**config.mk**
```make
export PLATFORM = sky130hd
export DESIGN_NAME = pick_motion_ctrl_flat
export DESIGN_NICKNAME = d
export VERILOG_FILES = /design/src/rtl/pick_motion_ctrl_if.sv /design/src/rtl/pick_motion_ctrl.sv /design/src/flat_wrapper.sv
export SDC_FILE = /design/constraint.sdc
export NUM_CORES = 1
export LEC_CHECK = 0
export CAP_MARGIN = 10
export CORE_ASPECT_RATIO = 1.1
export CORE_MARGIN = 2
export CORE_UTILIZATION = 45
export CTS_CLUSTER_DIAMETER = 100
export DETAILED_ROUTE_END_ITERATION = 10
export GPL_TIMING_DRIVEN = 0
export PLACE_DENSITY = 0.8
export REMOVE_ABC_BUFFERS = 1
export SYNTH_ARGS = -nofsm -noshare
export SYNTH_HDL_FRONTEND = slang
export SYNTH_SLANG_ARGS = --single-unit
```
**constraint.sdc**
```tcl
create_clock -name Clk -period 2 [get_ports Clk]
set_input_delay 0.2 -clock Clk [delete_from_list [all_inputs] [get_ports Clk]]
set_output_delay 0.2 -clock Clk [all_outputs]
set_load 0.02 [all_outputs]
```
**src/rtl/pick_motion_ctrl_if.sv**
```systemverilog
// Bundle between the active lock-picking level and the pick motion controller.
// The level side (master) drives frame timing, keys and solve status; the controller (slave) returns pick state.
interface pick_motion_ctrl_if;
  logic       frame_tick;
  logic       enable;
  logic [7:0] keycode;
  logic       levelDone;
  logic [9:0] pickY;
  logic [9:0] pickLRx;
  logic       openner;
  logic       busy;
  logic       solved;

  modport master (
    output frame_tick, enable, keycode, levelDone,
    input  pickY, pickLRx, openner, busy, solved
  );

  modport slave (
    input  frame_tick, enable, keycode, levelDone,
    output pickY, pickLRx, openner, busy, solved
  );
endinterface

```
**src/rtl/pick_motion_ctrl.sv**
```systemverilog
// Keyboard-driven pick motion controller: per-frame vertical travel, then advance/probe/retract.
// All outputs are registered; motion is applied only on frame_tick cycles.
module pick_motion_ctrl #(
  parameter int unsigned Y_MIN       = 32,
  parameter int unsigned Y_MAX       = 479,
  parameter int unsigned Y_HOME      = 256,
  parameter int unsigned Y_STEP      = 2,
  parameter int unsigned X_HOME      = 560,
  parameter int unsigned X_PROBE     = 500,
  parameter int unsigned X_STEP      = 4,
  parameter int unsigned HOLD_FRAMES = 8
) (
  input logic               Clk,
  input logic               reset,
  pick_motion_ctrl_if.slave bus
);

  localparam int unsigned CW = (HOLD_FRAMES > 1) ? $clog2(HOLD_FRAMES) : 1;
  localparam logic [7:0] KEY_W     = 8'h1A;
  localparam logic [7:0] KEY_S     = 8'h16;
  localparam logic [7:0] KEY_SPACE = 8'h2C;

  typedef enum logic [2:0] {
    S_IDLE,
    S_TRAVEL,
    S_ADVANCE,
    S_PROBE,
    S_RETRACT,
    S_SOLVED
  } state_t;

  state_t        state_q, state_d;
  logic [9:0]    y_q, y_d;
  logic [9:0]    x_q, x_d;
  logic          open_q, open_d;
  logic          busy_q, busy_d;
  logic          solved_q, solved_d;
  logic          armed_q, armed_d;
  logic [CW-1:0] cnt_q, cnt_d;

  logic [9:0] y_up, y_dn, x_adv, x_ret;

  // Saturating steps evaluated in 11 bits so neither end can wrap.
  always_comb begin
    y_up  = ({1'b0, y_q} < 11'(Y_MIN + Y_STEP)) ? 10'(Y_MIN)
                                                : 10'({1'b0, y_q} - 11'(Y_STEP));
    y_dn  = (({1'b0, y_q} + 11'(Y_STEP)) > 11'(Y_MAX)) ? 10'(Y_MAX)
                                                       : 10'({1'b0, y_q} + 11'(Y_STEP));
    x_adv = ({1'b0, x_q} < 11'(X_PROBE + X_STEP)) ? 10'(X_PROBE)
                                                  : 10'({1'b0, x_q} - 11'(X_STEP));
    x_ret = (({1'b0, x_q} + 11'(X_STEP)) > 11'(X_HOME)) ? 10'(X_HOME)
                                                        : 10'({1'b0, x_q} + 11'(X_STEP));
  end

  always_comb begin
    state_d = state_q;
    y_d     = y_q;
    x_d     = x_q;
    open_d  = open_q;
    cnt_d   = cnt_q;
    armed_d = armed_q;

    if (bus.frame_tick && (bus.keycode != KEY_SPACE)) begin
      armed_d = 1'b1;
    end

    if (!bus.enable) begin
      state_d = S_IDLE;
      y_d     = 10'(Y_HOME);
      x_d     = 10'(X_HOME);
      open_d  = 1'b1;
      cnt_d   = '0;
    end else begin
      unique case (state_q)
        S_IDLE: begin
          state_d = S_TRAVEL;
        end
        S_TRAVEL: begin
          if (bus.frame_tick) begin
            if (bus.keycode == KEY_W) begin
              y_d = y_up;
            end else if (bus.keycode == KEY_S) begin
              y_d = y_dn;
            end else if ((bus.keycode == KEY_SPACE) && armed_q) begin
              state_d = S_ADVANCE;
              armed_d = 1'b0;
            end
          end
        end
        S_ADVANCE: begin
          if (bus.frame_tick) begin
            x_d = x_adv;
            if (x_adv == 10'(X_PROBE)) begin
              state_d = S_PROBE;
              open_d  = 1'b0;
              cnt_d   = '0;
            end
          end
        end
        S_PROBE: begin
          // A solve seen on any probe cycle beats the hold-counter expiry.
          if (bus.levelDone) begin
            state_d = S_SOLVED;
          end else if (bus.frame_tick) begin
            if (cnt_q == CW'(HOLD_FRAMES - 1)) begin
              state_d = S_RETRACT;
              open_d  = 1'b1;
              cnt_d   = '0;
            end else begin
              cnt_d = cnt_q + 1'b1;
            end
          end
        end
        S_RETRACT: begin
          if (bus.frame_tick) begin
            x_d = x_ret;
            if (x_ret == 10'(X_HOME)) begin
              state_d = S_TRAVEL;
            end
          end
        end
        S_SOLVED: begin
        end
        default: begin
          state_d = S_IDLE;
        end
      endcase
    end

    busy_d   = (state_d == S_ADVANCE) || (state_d == S_PROBE) || (state_d == S_RETRACT);
    solved_d = (state_d == S_SOLVED);
  end

  always_ff @(posedge Clk) begin
    if (reset) begin
      state_q  <= S_IDLE;
      y_q      <= 10'(Y_HOME);
      x_q      <= 10'(X_HOME);
      open_q   <= 1'b1;
      busy_q   <= 1'b0;
      solved_q <= 1'b0;
      armed_q  <= 1'b1;
      cnt_q    <= '0;
    end else begin
      state_q  <= state_d;
      y_q      <= y_d;
      x_q      <= x_d;
      open_q   <= open_d;
      busy_q   <= busy_d;
      solved_q <= solved_d;
      armed_q  <= armed_d;
      cnt_q    <= cnt_d;
    end
  end

  assign bus.pickY   = y_q;
  assign bus.pickLRx = x_q;
  assign bus.openner = open_q;
  assign bus.busy    = busy_q;
  assign bus.solved  = solved_q;

endmodule

```
**src/flat_wrapper.sv**
```systemverilog
// flat-port wrapper written by rule: the top's interface ports become plain ports
module pick_motion_ctrl_flat 
#(
  parameter int unsigned Y_MIN       = 32,
  parameter int unsigned Y_MAX       = 479,
  parameter int unsigned Y_HOME      = 256,
  parameter int unsigned Y_STEP      = 2,
  parameter int unsigned X_HOME      = 560,
  parameter int unsigned X_PROBE     = 500,
  parameter int unsigned X_STEP      = 4,
  parameter int unsigned HOLD_FRAMES = 8
)
  (Clk, reset, bus_frame_tick, bus_enable, bus_keycode, bus_levelDone, bus_pickY, bus_pickLRx, bus_openner, bus_busy, bus_solved);
  pick_motion_ctrl_if bus_i ();
  input logic Clk;
  input logic reset;
  input wire logic [$bits(bus_i.frame_tick)-1:0] bus_frame_tick;
  input wire logic [$bits(bus_i.enable)-1:0] bus_enable;
  input wire logic [$bits(bus_i.keycode)-1:0] bus_keycode;
  input wire logic [$bits(bus_i.levelDone)-1:0] bus_levelDone;
  output wire logic [$bits(bus_i.pickY)-1:0] bus_pickY;
  output wire logic [$bits(bus_i.pickLRx)-1:0] bus_pickLRx;
  output wire logic [$bits(bus_i.openner)-1:0] bus_openner;
  output wire logic [$bits(bus_i.busy)-1:0] bus_busy;
  output wire logic [$bits(bus_i.solved)-1:0] bus_solved;
  assign bus_i.frame_tick = bus_frame_tick;
  assign bus_i.enable = bus_enable;
  assign bus_i.keycode = bus_keycode;
  assign bus_i.levelDone = bus_levelDone;
  assign bus_pickY = bus_i.pickY;
  assign bus_pickLRx = bus_i.pickLRx;
  assign bus_openner = bus_i.openner;
  assign bus_busy = bus_i.busy;
  assign bus_solved = bus_i.solved;
  pick_motion_ctrl #(.Y_MIN(Y_MIN), .Y_MAX(Y_MAX), .Y_HOME(Y_HOME), .Y_STEP(Y_STEP), .X_HOME(X_HOME), .X_PROBE(X_PROBE), .X_STEP(X_STEP), .HOLD_FRAMES(HOLD_FRAMES)) u_core (.Clk(Clk), .reset(reset), .bus(bus_i));
endmodule
```
==> results of run 1 <==
[layer usage]
metal	up-vias	global-route usage [%]	share of wire, %
met5	-	0	0
met4	0	12.0	3.4
met3	36	4.13	6.9
met2	168	41.6	51
met1	1414	30.3	39
li1	1375	-	-
[timing repair]
action,in CTS,in global routing
setup endpoints to repair,28,23
setup buffers,22,15
resized for setup,51,24
pin swaps,26,17
[worst min path at each step]
stage                                               to  depth (start not counted)  slack, ns                         start
final                        u_core.armed_q$_SDFF_PP1_                          3       0.40                bus_frame_tick
after global routing         u_core.armed_q$_SDFF_PP1_                          3       0.43                bus_frame_tick
after CTS                 u_core.cnt_q[2]$_SDFFE_PP0P_                          2       0.48  u_core.cnt_q[2]$_SDFFE_PP0P_
after detailed placement  u_core.cnt_q[2]$_SDFFE_PP0P_                          2       0.47  u_core.cnt_q[2]$_SDFFE_PP0P_
after global placement    u_core.cnt_q[2]$_SDFFE_PP0P_                          2       0.45  u_core.cnt_q[2]$_SDFFE_PP0P_
after floorplan              u_core.armed_q$_SDFF_PP1_                          2       0.30                         reset
[Yosys cell counts, drive strengths merged (3+ instances only)]
cell	count	area share [%]
a21o	5	1.5
nand3	10	2.0
a221o	3	1.2
o31ai	6	1.8
nor2b	6	1.5
a21oi	24	4.7
or4	4	1.5
a211oi	5	1.5
o211ai	4	1.2
nand4	11	2.7
nand2b	8	2.0
or3	3	0.78
buf	5	1.0
a311oi	3	1.3
clkbuf	21	4.3
nand2	29	4.4
ha	8	3.9
a31oi	6	1.5
and3	4	0.98
xor2	5	1.7
a211o	4	1.4
inv	8	1.2
and4	5	1.8
a31o	4	1.4
xnor2	4	1.4
nor3	13	2.5
dfxtp	30	24
o21ai	19	3.7
and2	3	0.73
nor2	26	4.1
mux2i	4	1.6
o22ai	4	0.98
[logic make-up after synthesis]
family | Yosys count | share of synthesized area [%]
AND/OR/NAND/NOR | 134 | 29.4
AO/OA/AOI/OAI | 111 | 32.0
buffers and inverters | 34 | 6.51
flip-flops | 30 | 23.5
XOR/XNOR | 9 | 3.08
adder cells (fa/ha/maj) | 8 | 3.92
multiplexers | 4 | 1.57
[power by group through the flow]
stage / clock, mW / sequential (mW) / combinational (mW)
after floorplan: 0 / 0.615 / 0.0252
after global placement: 0 / 0.615 / 0.0609
after detailed placement: 0 / 0.615 / 0.0635
after CTS: 0.533 / 0.592 / 0.0660
after global routing: 0.565 / 0.588 / 0.0741
final: 0.535 / 0.588 / 0.0685
[state kept, by name (all words and copies together), names as in the netlist]
| signal | flops |
|---|---|
| u_core.bus.openner | 1 |
| u_core.cnt_q | 3 |
| u_core.bus.busy | 1 |
| u_core.state_q | 3 |
| u_core.bus.pickY | 10 |
| u_core.bus.solved | 1 |
| u_core.bus.pickLRx | 10 |
| u_core.armed_q | 1 |
[worst reg2reg max path, stage by stage, from the launching register on]
cell and delay [ns]:
sky130_fd_sc_hd__dfxtp_4 0.38, sky130_fd_sc_hd__ha_4 0.18, sky130_fd_sc_hd__buf_4 0.15, sky130_fd_sc_hd__nor2b_1 0.17
sky130_fd_sc_hd__o2111ai_2 0.18, sky130_fd_sc_hd__nand2_2 0.15, sky130_fd_sc_hd__a311oi_4 0.16, sky130_fd_sc_hd__or3_4 0.43
sky130_fd_sc_hd__a221oi_2 0.26
[per-stage QoR]
step / instances / instance area, um2 / power (mW)
after detailed placement: 415 / 2870 / 0.679
after global routing: 460 / 3520 / 1.23
final: 460 / 3520 / 1.19
after floorplan: 304 / 2420 / 0.640
after CTS: 445 / 3310 / 1.19
after global placement: 414 / 2860 / 0.676
[cell type report]
cell class / count / area (um2)
clock inverters: 2 / 12.5
flip-flops and latches: 30 / 639
inverters: 8 / 30.0
clock buffers: 6 / 82.6
multi-input cells: 266 / 2020
fillers: 426 / 1910
well taps: 75 / 93.8
repair buffers: 73 / 646
==> metrics.txt, run 1 <==
outcome finished, violations left; failing checks setup timing; startpoint type of the worst setup path register; global-route wire length before repair 12.6 mm; Worst-Margin Slew 0.569 ns; placed wire-length estimate 4.71 mm; syn_area_per_cell 7.74 um2; relative slew slack 62.1%; largest stage delay on the critical path 0.43 ns; part of the power in registers 49.3%; Worst Path Class, Setup reg2reg; setup violators final 23; placer congestion estimate 0.846; series of cell instances along the critical path ha_4 > buf_4 > nor2b_1 > o2111ai_2 > nand2_2 > a311oi_4 > or3_4 > a221oi_2; count of distinct cell types in the synthesized netlist 73; clock root buffer sky130_fd_sc_hd__clkbuf_8; sum of negative setup slack -1.68 ns; number of antenna-violating nets in the routed design 0; total via count after detailed routing 2993; cell type group with the largest total delay on the critical path simple AND/OR/NAND/NOR gates; fraction of power spent switching nets 24.9%; via count of the first global-routing pass 2738; end of the critical path u_core.bus.pickLRx[2]$_SDFFE_PP0P_; clock transition at the register clock pins on the worst setup and hold paths after CTS 0.08 ns; largest fanout on the critical path 8; register-to-register setup slack -0.17 ns; layout cell share with drive strength beyond 1 29.6%; number of vias per cell after detailed routing 6.51; worst reg-to-reg path cell count 8; max cap viols 0; initial antenna violation count 0; class of the most critical hold timing path in2reg; final critical-path required period 2.17 ns; most common cell after layout, fill and taps aside sky130_fd_sc_hd__buf_4; initial standard-cell utilization of the core 47.1%; CP required 2.18 ns; layout net count 405; width of the chip 75.8 um; relative contribution of combinational cells to total power 5.7%; P_leak 1.30 nW; setup repair after global routing missed its margin true; sequential fraction of the synthesis area 23.5%; crit path max-delay cell type sky130_fd_sc_hd__or3_4; total detailed-routing wirelength 8.23 mm; synthesis-to-layout area growth 37.9%; netlist area before placement 0.00255 mm2; data arrival time of the critical path 2.35 ns; CP Capture Type register; synthesized flop and latch total 30; global-route usage over all layers 25.1%; count of H-tree levels built during CTS 2; Internal Dissipation 0.895 mW; DRC viols 0; Num CTS Buffers 5; critical path depth 8; TritonCTS clock tree done; number of synthesized flops with an enable pin 0; DRT iter0 DRCs 158; clock latency on the worst-skew pair 0.29 ns; NetSw 0.296 mW; share of the core filled with cells 64.9%; Boundary Pins 36; buffer depth of the longest clock path 2; total overflow reported by the global router 0; min setup slack post-route -0.166 ns; CP Launch Point u_core.bus.pickLRx[2]$_SDFFE_PP0P_; chip height 83.0 um; count of mapped cells out of synthesis 330; endpoint of the worst-slack reg-to-reg timing path u_core.bus.pickLRx[2]$_SDFFE_PP0P_; count of buffering cells on the critical path with inverters included 1; Place WS -0.956 ns; worst hold slack 0.403 ns; Final Hold Vio Count 0; clock sinks 30; Main synth FF type sky130_fd_sc_hd__dfxtp_1; wire length per cell after detailed routing 17.9 um; maximum ir drop on the vdd rail 0.000300 V; hold buffer count at cts 0; total inserted antenna cells 0; setup clock skew after layout 0.0130 ns; critical register-to-register path startpoint u_core.bus.pickLRx[2]$_SDFFE_PP0P_; share of synthesized registers carrying an async set or reset 0%; number of rows created at floorplan 28; Pre-antenna DRT Iters 6; top library cells by usage in the layout, fill and taps aside sky130_fd_sc_hd__buf_4, sky130_fd_sc_hd__clkdlybuf4s50_1, sky130_fd_sc_hd__nand2_1; total number of yosys warnings 0; number of port buffers 35; highest attainable clock frequency 462 MHz; final slew viol count 0; maximum number of pins on one net before global-route repair 19; power per unit of standard cell area 338 mW/mm2; Die ar. 0.00630 mm2; Clock Power Share 44.9%; final worst path period share 108%; Std-Cell Core Area 0.00543 mm2
(Power assumes the default switching activity.)
==> inputs of run 2 (changes only) <==
SLEW_MARGIN = 30   (was default)
==> run 2 against run 1 <==
  * The flow still finishes with violations (setup timing)
  * Critical path depth down 1
  * Clock-buffer cell count unchanged
  * Cell count is 0.22% lower
  * Core utilization up 0.46 points
  * First-iteration DRC count grew 110%
  * Final area rose by 0.71%
  * Clock power decreased by 2%
  * Register-to-register slack about the same
  * Setup slack lost 0.0032 ns
  * Die area stayed put
  * Via count is 1.2% higher
  * Sequential cell count unchanged
  * Largest cell class unchanged
  * Largest power group unchanged
==> metrics.txt, run 2 (synthesized netlist as in run 1, its figures left out) <==
failing checks setup timing; layout net count 404; total inserted antenna cells 0; class of the most critical hold timing path reg2reg; largest fanout on the critical path 4; critical register-to-register path startpoint u_core.bus.pickY[2]$_SDFFE_PP0P_; startpoint type of the worst setup path register; area of the multi-input gates 0.00204 mm2; share of the core filled with cells 65.3%; area used by sequential logic in the layout 641 um2; total via count after detailed routing 3028; most common cell after layout, fill and taps aside sky130_fd_sc_hd__clkdlybuf4s50_1; Worst-Margin Slew 0.541 ns; relative contribution of combinational cells to total power 5.9%; setup repair after global routing missed its margin true; total overflow reported by the global router 0; global-route usage over all layers 25.7%; max cap viols 0; layout cell share with drive strength beyond 1 29.9%; highest attainable clock frequency 461 MHz; TritonCTS clock tree done; placer congestion estimate 0.846; CP Capture Type register; Boundary Pins 36; count of H-tree levels built during CTS 2; setup clock skew after layout 0.0111 ns; P_leak 1.28 nW; hold buffer count at cts 0; clock sinks 30; wire length per cell after detailed routing 18.0 um; final slew viol count 0; number of vias per cell after detailed routing 6.60; Min-Delay Startpoint u_core.cnt_q[2]$_SDFFE_PP0P_; Pre-antenna DRT Iters 5; NetSw 0.287 mW; CP required 2.14 ns; Num CTS Buffers 5; Internal Dissipation 0.897 mW; number of rows created at floorplan 28; power per unit of standard cell area 334 mW/mm2; data arrival time of the critical path 2.31 ns; Worst Path Class, Setup reg2reg; clock transition at the register clock pins on the worst setup and hold paths after CTS 0.07 ns; total detailed-routing wirelength 8.25 mm; via count of the first global-routing pass 2779; maximum number of pins on one net before global-route repair 24; DRT iter0 DRCs 332; Std-Cell Core Area 0.00543 mm2; number of port buffers 35; initial standard-cell utilization of the core 47.1%; sum of negative setup slack -1.56 ns; final critical-path required period 2.17 ns; number of antenna-violating nets in the routed design 0; initial antenna violation count 0; fraction of power spent switching nets 24.2%; part of the power in registers 49.8%; outcome finished, violations left; relative slew slack 63.9%; clock latency on the worst-skew pair 0.28 ns; clock root buffer sky130_fd_sc_hd__clkbuf_8; worst hold slack 0.470 ns; Filler Cell Count 429; Clock Power Share 44.3%; CP Launch Point u_core.bus.pickY[2]$_SDFFE_PP0P_; Final Hold Vio Count 0; chip height 83.0 um; setup violators final 19; DRC viols 0; synthesis-to-layout area growth 38.9%; Die ar. 0.00630 mm2; buffer depth of the longest clock path 2; global-route wire length before repair 13.0 mm; final worst path period share 108%; min setup slack post-route -0.170 ns; placed wire-length estimate 4.65 mm; maximum ir drop on the vdd rail 0.000290 V; top library cells by usage in the layout, fill and taps aside sky130_fd_sc_hd__clkdlybuf4s50_1, sky130_fd_sc_hd__buf_4, sky130_fd_sc_hd__nand2_1; width of the chip 75.8 um
run 2: cell count changes in the layout (fill, tap and decap cells not counted), moves of 2 or more:
cell                      previous run  this run
sky130_fd_sc_hd__nor2_2              0         2
sky130_fd_sc_hd__and4_2              3         1
sky130_fd_sc_hd__dfxtp_2             1         5
sky130_fd_sc_hd__dfxtp_1            19        16
sky130_fd_sc_hd__o21ai_0            16        13
sky130_fd_sc_hd__a21oi_2             2         5
sky130_fd_sc_hd__buf_4              36        29
sky130_fd_sc_hd__buf_6               2         7
sky130_fd_sc_hd__o21ai_2             1         3
sky130_fd_sc_hd__o21ai_1             1         3
sky130_fd_sc_hd__a21oi_1            22        19
run 2: routing by layer:
metal	vias to the layer above	GRT usage (%)	part of all wire [%]
met5	-	0	0
met4	0	9.89	3.5
met3	33	4.00	6.8
met2	189	42.7	50
met1	1435	32.3	40
li1	1371	-	-
run 2: per-stage QoR:
step / power (mW) / instance area (um2) / setup slack [ns] / std cells
5_1_grt: 1.23 / 3550 / -0.244 / 459
3_5_place_dp: 0.678 / 2870 / -0.969 / 414
3_3_place_gp: 0.676 / 2860 / -0.926 / 414
4_1_cts: 1.19 / 3350 / -0.115 / 448
2_1_floorplan: 0.640 / 2420 / -0.490 / 304
6_report: 1.18 / 3550 / -0.170 / 459
run 2: critical path, cell delays in order, from the launching register on:
cell and delay [ns]:
sky130_fd_sc_hd__dfxtp_4 0.35, sky130_fd_sc_hd__or4_4 0.56, sky130_fd_sc_hd__a2111oi_4 0.33, sky130_fd_sc_hd__buf_4 0.19
sky130_fd_sc_hd__a211o_4 0.11, sky130_fd_sc_hd__o311ai_4 0.10, sky130_fd_sc_hd__o31ai_2 0.28, sky130_fd_sc_hd__a21oi_1 0.11
run 2: area by class of cell:
class | instances | area share [%]
flip-flops and latches | 30 | 18.1
clock buffers | 6 | 2.33
inverters | 8 | 0.846
clock inverters | 2 | 0.353
multi-input cells | 266 | 57.4
repair buffers | 72 | 18.4
well taps | 75 | 2.64
run 2: path summary, 6_finish.rpt:
path	to	slack [ns]	cells after the start
max	u_core.bus.pickY[4]$_SDFFE_PP0P_	-0.17	7
min	u_core.cnt_q[2]$_SDFFE_PP0P_	0.47	2
max reg2reg	u_core.bus.pickY[4]$_SDFFE_PP0P_	-0.17	7
min reg2reg	u_core.cnt_q[2]$_SDFFE_PP0P_	0.47	2
run 2: power groups by stage:
stage	combinational (mW)	clock [mW]	sequential, mW
final	0.0701	0.524	0.590
after global routing	0.0768	0.562	0.589
after CTS	0.0652	0.533	0.589
after detailed placement	0.0623	0	0.615
after global placement	0.0609	0	0.615
after floorplan	0.0252	0	0.615
run 2: what timing repair did:
item	4_1_cts	5_1_grt
resized for setup	58	30
pin swaps	37	18
endpoints found under the setup margin	28	24
buffers inserted	26	11
==> inputs of run 3 (changes only) <==
PLACE_DENSITY = 0.78   (was 0.8)
SKIP_LAST_GASP = 1   (was default)
clock period = 2.5 ns   (was 2 ns; I/O delays follow)
==> run 3 against run 2 <==
  * The run now ends clean
  * Worst hold slack improved by 0.0032 ns
  * Largest cell class unchanged
  * Cell count fell by 7.0%
  * Fmax fell by 8.3%
  * Setup slack improved by 0.30 ns
  * Via count fell by 12%
  * Wire length fell by 19%
  * Non-clock buffer count fell by 32
  * Core utilization fell by 8.8 points
  * Critical endpoint is now u_core.bus.pickLRx[2]$_SDFFE_PP0P_
  * Sequential power fell by 18%
  * Critical path depth did not move
  * Sequential share of layout area rose by 1.7 points
==> metrics.txt, run 3 (synthesized netlist as in run 1, its figures left out) <==
number of antenna-violating nets in the routed design 0; setup violators final 0; initial antenna violation count 0; global-route usage over all layers 21.5%; total via count after detailed routing 2676; total inserted antenna cells 0; synthesis-to-layout area growth 20.1%; most common cell after layout, fill and taps aside sky130_fd_sc_hd__clkdlybuf4s50_1; final cell count without fillers 427; series of cell instances along the critical path ha_4 > inv_1 > a311o_1 > a32oi_2 > a311oi_4 > or3_1 > a221oi_1; CP Capture Type register; DRC viols 0; layout net count 372; TritonCTS clock tree done; DRT iter0 DRCs 124; Std-Cell Core Area 0.00543 mm2; outcome completed; largest fanout on the critical path 14; Die ar. 0.00630 mm2; class of the most critical hold timing path reg2reg; clock sinks 30; setup clock skew after layout 0.0101 ns; max cap viols 0; worst hold slack 0.473 ns; global-route wire length before repair 11.1 mm; number of vias per cell after detailed routing 6.27; Worst-Margin Slew 0.871 ns; wire length per cell after detailed routing 15.6 um; Final Hold Vio Count 0; Worst Path Class, Setup reg2reg; initial standard-cell utilization of the core 47.1%; clock transition at the register clock pins on the worst setup and hold paths after CTS 0.06 ns; count of buffering cells on the critical path with inverters included 1; relative slew slack 41.7%; clock root buffer sky130_fd_sc_hd__clkbuf_8; chip height 83.0 um; maximum ir drop on the vdd rail 0.000186 V; Pre-antenna DRT Iters 4; routed length on met1 2.94 mm; clock latency on the worst-skew pair 0.29 ns; startpoint type of the worst setup path register; data arrival time of the critical path 2.55 ns; largest stage delay on the critical path 0.49 ns; layout cell share with drive strength beyond 1 12.8%; crit path max-delay cell type sky130_fd_sc_hd__dfxtp_2; sum of met2 wire segment lengths after detailed routing 3.28 mm; total detailed-routing wirelength 6.65 mm; total overflow reported by the global router 0; placed wire-length estimate 4.68 mm; cell type group with the largest total delay on the critical path compound AO/OA/AOI/OAI gates; Num CTS Buffers 5; highest attainable clock frequency 423 MHz; sum of negative setup slack 0 ns; met3 routed wirelength 305 um; power per unit of standard cell area 323 mW/mm2; setup repair after global routing missed its margin false; final slew viol count 0; buffer depth of the longest clock path 2; number of port buffers 35; placer congestion estimate 0.843; count of H-tree levels built during CTS 2; top library cells by usage in the layout, fill and taps aside sky130_fd_sc_hd__clkdlybuf4s50_1, sky130_fd_sc_hd__nand2_1, sky130_fd_sc_hd__dfxtp_1; placed cells 414; hold buffer count at cts 0; CP required 2.68 ns; final worst path period share 94.6%; number of rows created at floorplan 28; maximum number of pins on one net before global-route repair 24; final critical-path required period 2.37 ns; highest routed metal layer met4; via count of the first global-routing pass 2465; width of the chip 75.8 um; P_leak 1.08 nW; Boundary Pins 36
[run 3: cell types whose count changed in the layout (fill, tap and decap cells not counted), moves of 5 or more]
| cell | previous run | this run |
|---|---|---|
| sky130_fd_sc_hd__a21oi_1 | 19 | 24 |
| sky130_fd_sc_hd__buf_4 | 29 | 5 |
| sky130_fd_sc_hd__dfxtp_4 | 9 | 0 |
| sky130_fd_sc_hd__dfxtp_1 | 16 | 25 |
| sky130_fd_sc_hd__a21oi_2 | 5 | 0 |
| sky130_fd_sc_hd__o21ai_0 | 13 | 19 |
| sky130_fd_sc_hd__buf_6 | 7 | 0 |
[run 3: path summary, 6_finish.rpt]
| check | from | end | slack (ns) | cells past startpoint |
|---|---|---|---|---|
| hold / removal | u_core.bus.pickLRx[1]$_SDFFE_PP0P_ | u_core.bus.pickLRx[1]$_SDFFE_PP0P_ | 0.47 | 1 |
| hold reg to reg | u_core.bus.pickLRx[1]$_SDFFE_PP0P_ | u_core.bus.pickLRx[1]$_SDFFE_PP0P_ | 0.47 | 1 |
| setup reg to reg | u_core.bus.pickLRx[3]$_SDFFE_PP0P_ | u_core.bus.pickLRx[2]$_SDFFE_PP0P_ | 0.13 | 7 |
| setup / recovery | u_core.bus.pickLRx[3]$_SDFFE_PP0P_ | u_core.bus.pickLRx[2]$_SDFFE_PP0P_ | 0.13 | 7 |
[run 3: per-layer routing]
layer | vias up | track usage (%)
li1 | 1308 | -
met1 | 1263 | 28.6
met2 | 91 | 35.3
met3 | 14 | 3.16
met4 | 0 | 6.22
met5 | - | 0
[run 3: metrics by stage]
| step | setup WS [ns] | power, mW | cell area, um2 | utilization, % |
|---|---|---|---|---|
| finish | 0.135 | 0.993 | 3070 | 56.5 |
| global route | 0.0131 | 1.03 | 3070 | 56.5 |
| CTS | 0.0266 | 1.00 | 3010 | 55.5 |
| detailed placement | -0.463 | 0.542 | 2870 | 52.8 |
| global placement | -0.479 | 0.541 | 2860 | 52.7 |
| floorplan | 0.00952 | 0.512 | 2420 | - |
[run 3: repair_timing]
| item | 4_1_cts | 5_1_grt |
|---|---|---|
| pin swaps | 1 | 2 |
| setup buffers | 3 | 2 |
| resized for setup | 5 | 9 |
| setup endpoints to repair | 13 | 14 |
[run 3: power breakdown]
| part | leakage [nW] | switching (mW) | internal (mW) |
|---|---|---|---|
| combinational | 0.781 | 0.0255 | 0.0257 |
| clock | 0.0575 | 0.182 | 0.278 |
| sequential | 0.243 | 0.00255 | 0.479 |
[run 3: worst register-to-register path, delay by kind of cell (launching register included)]
family | cells | cell delay (ns)
adder cells (fa/ha/maj) | 1 | 0.26
AO/OA/AOI/OAI | 4 | 1.06
flip-flops | 1 | 0.49
AND/OR/NAND/NOR | 1 | 0.38
buffers and inverters | 1 | 0.08
[run 3: layout make-up]
class	instances	area, um2
clock buffer	8	110
fill	493	2360
inverter	8	30.0
multi-input combinational	266	1840
sequential	30	607
tap	75	93.8
timing repair buffer	40	388
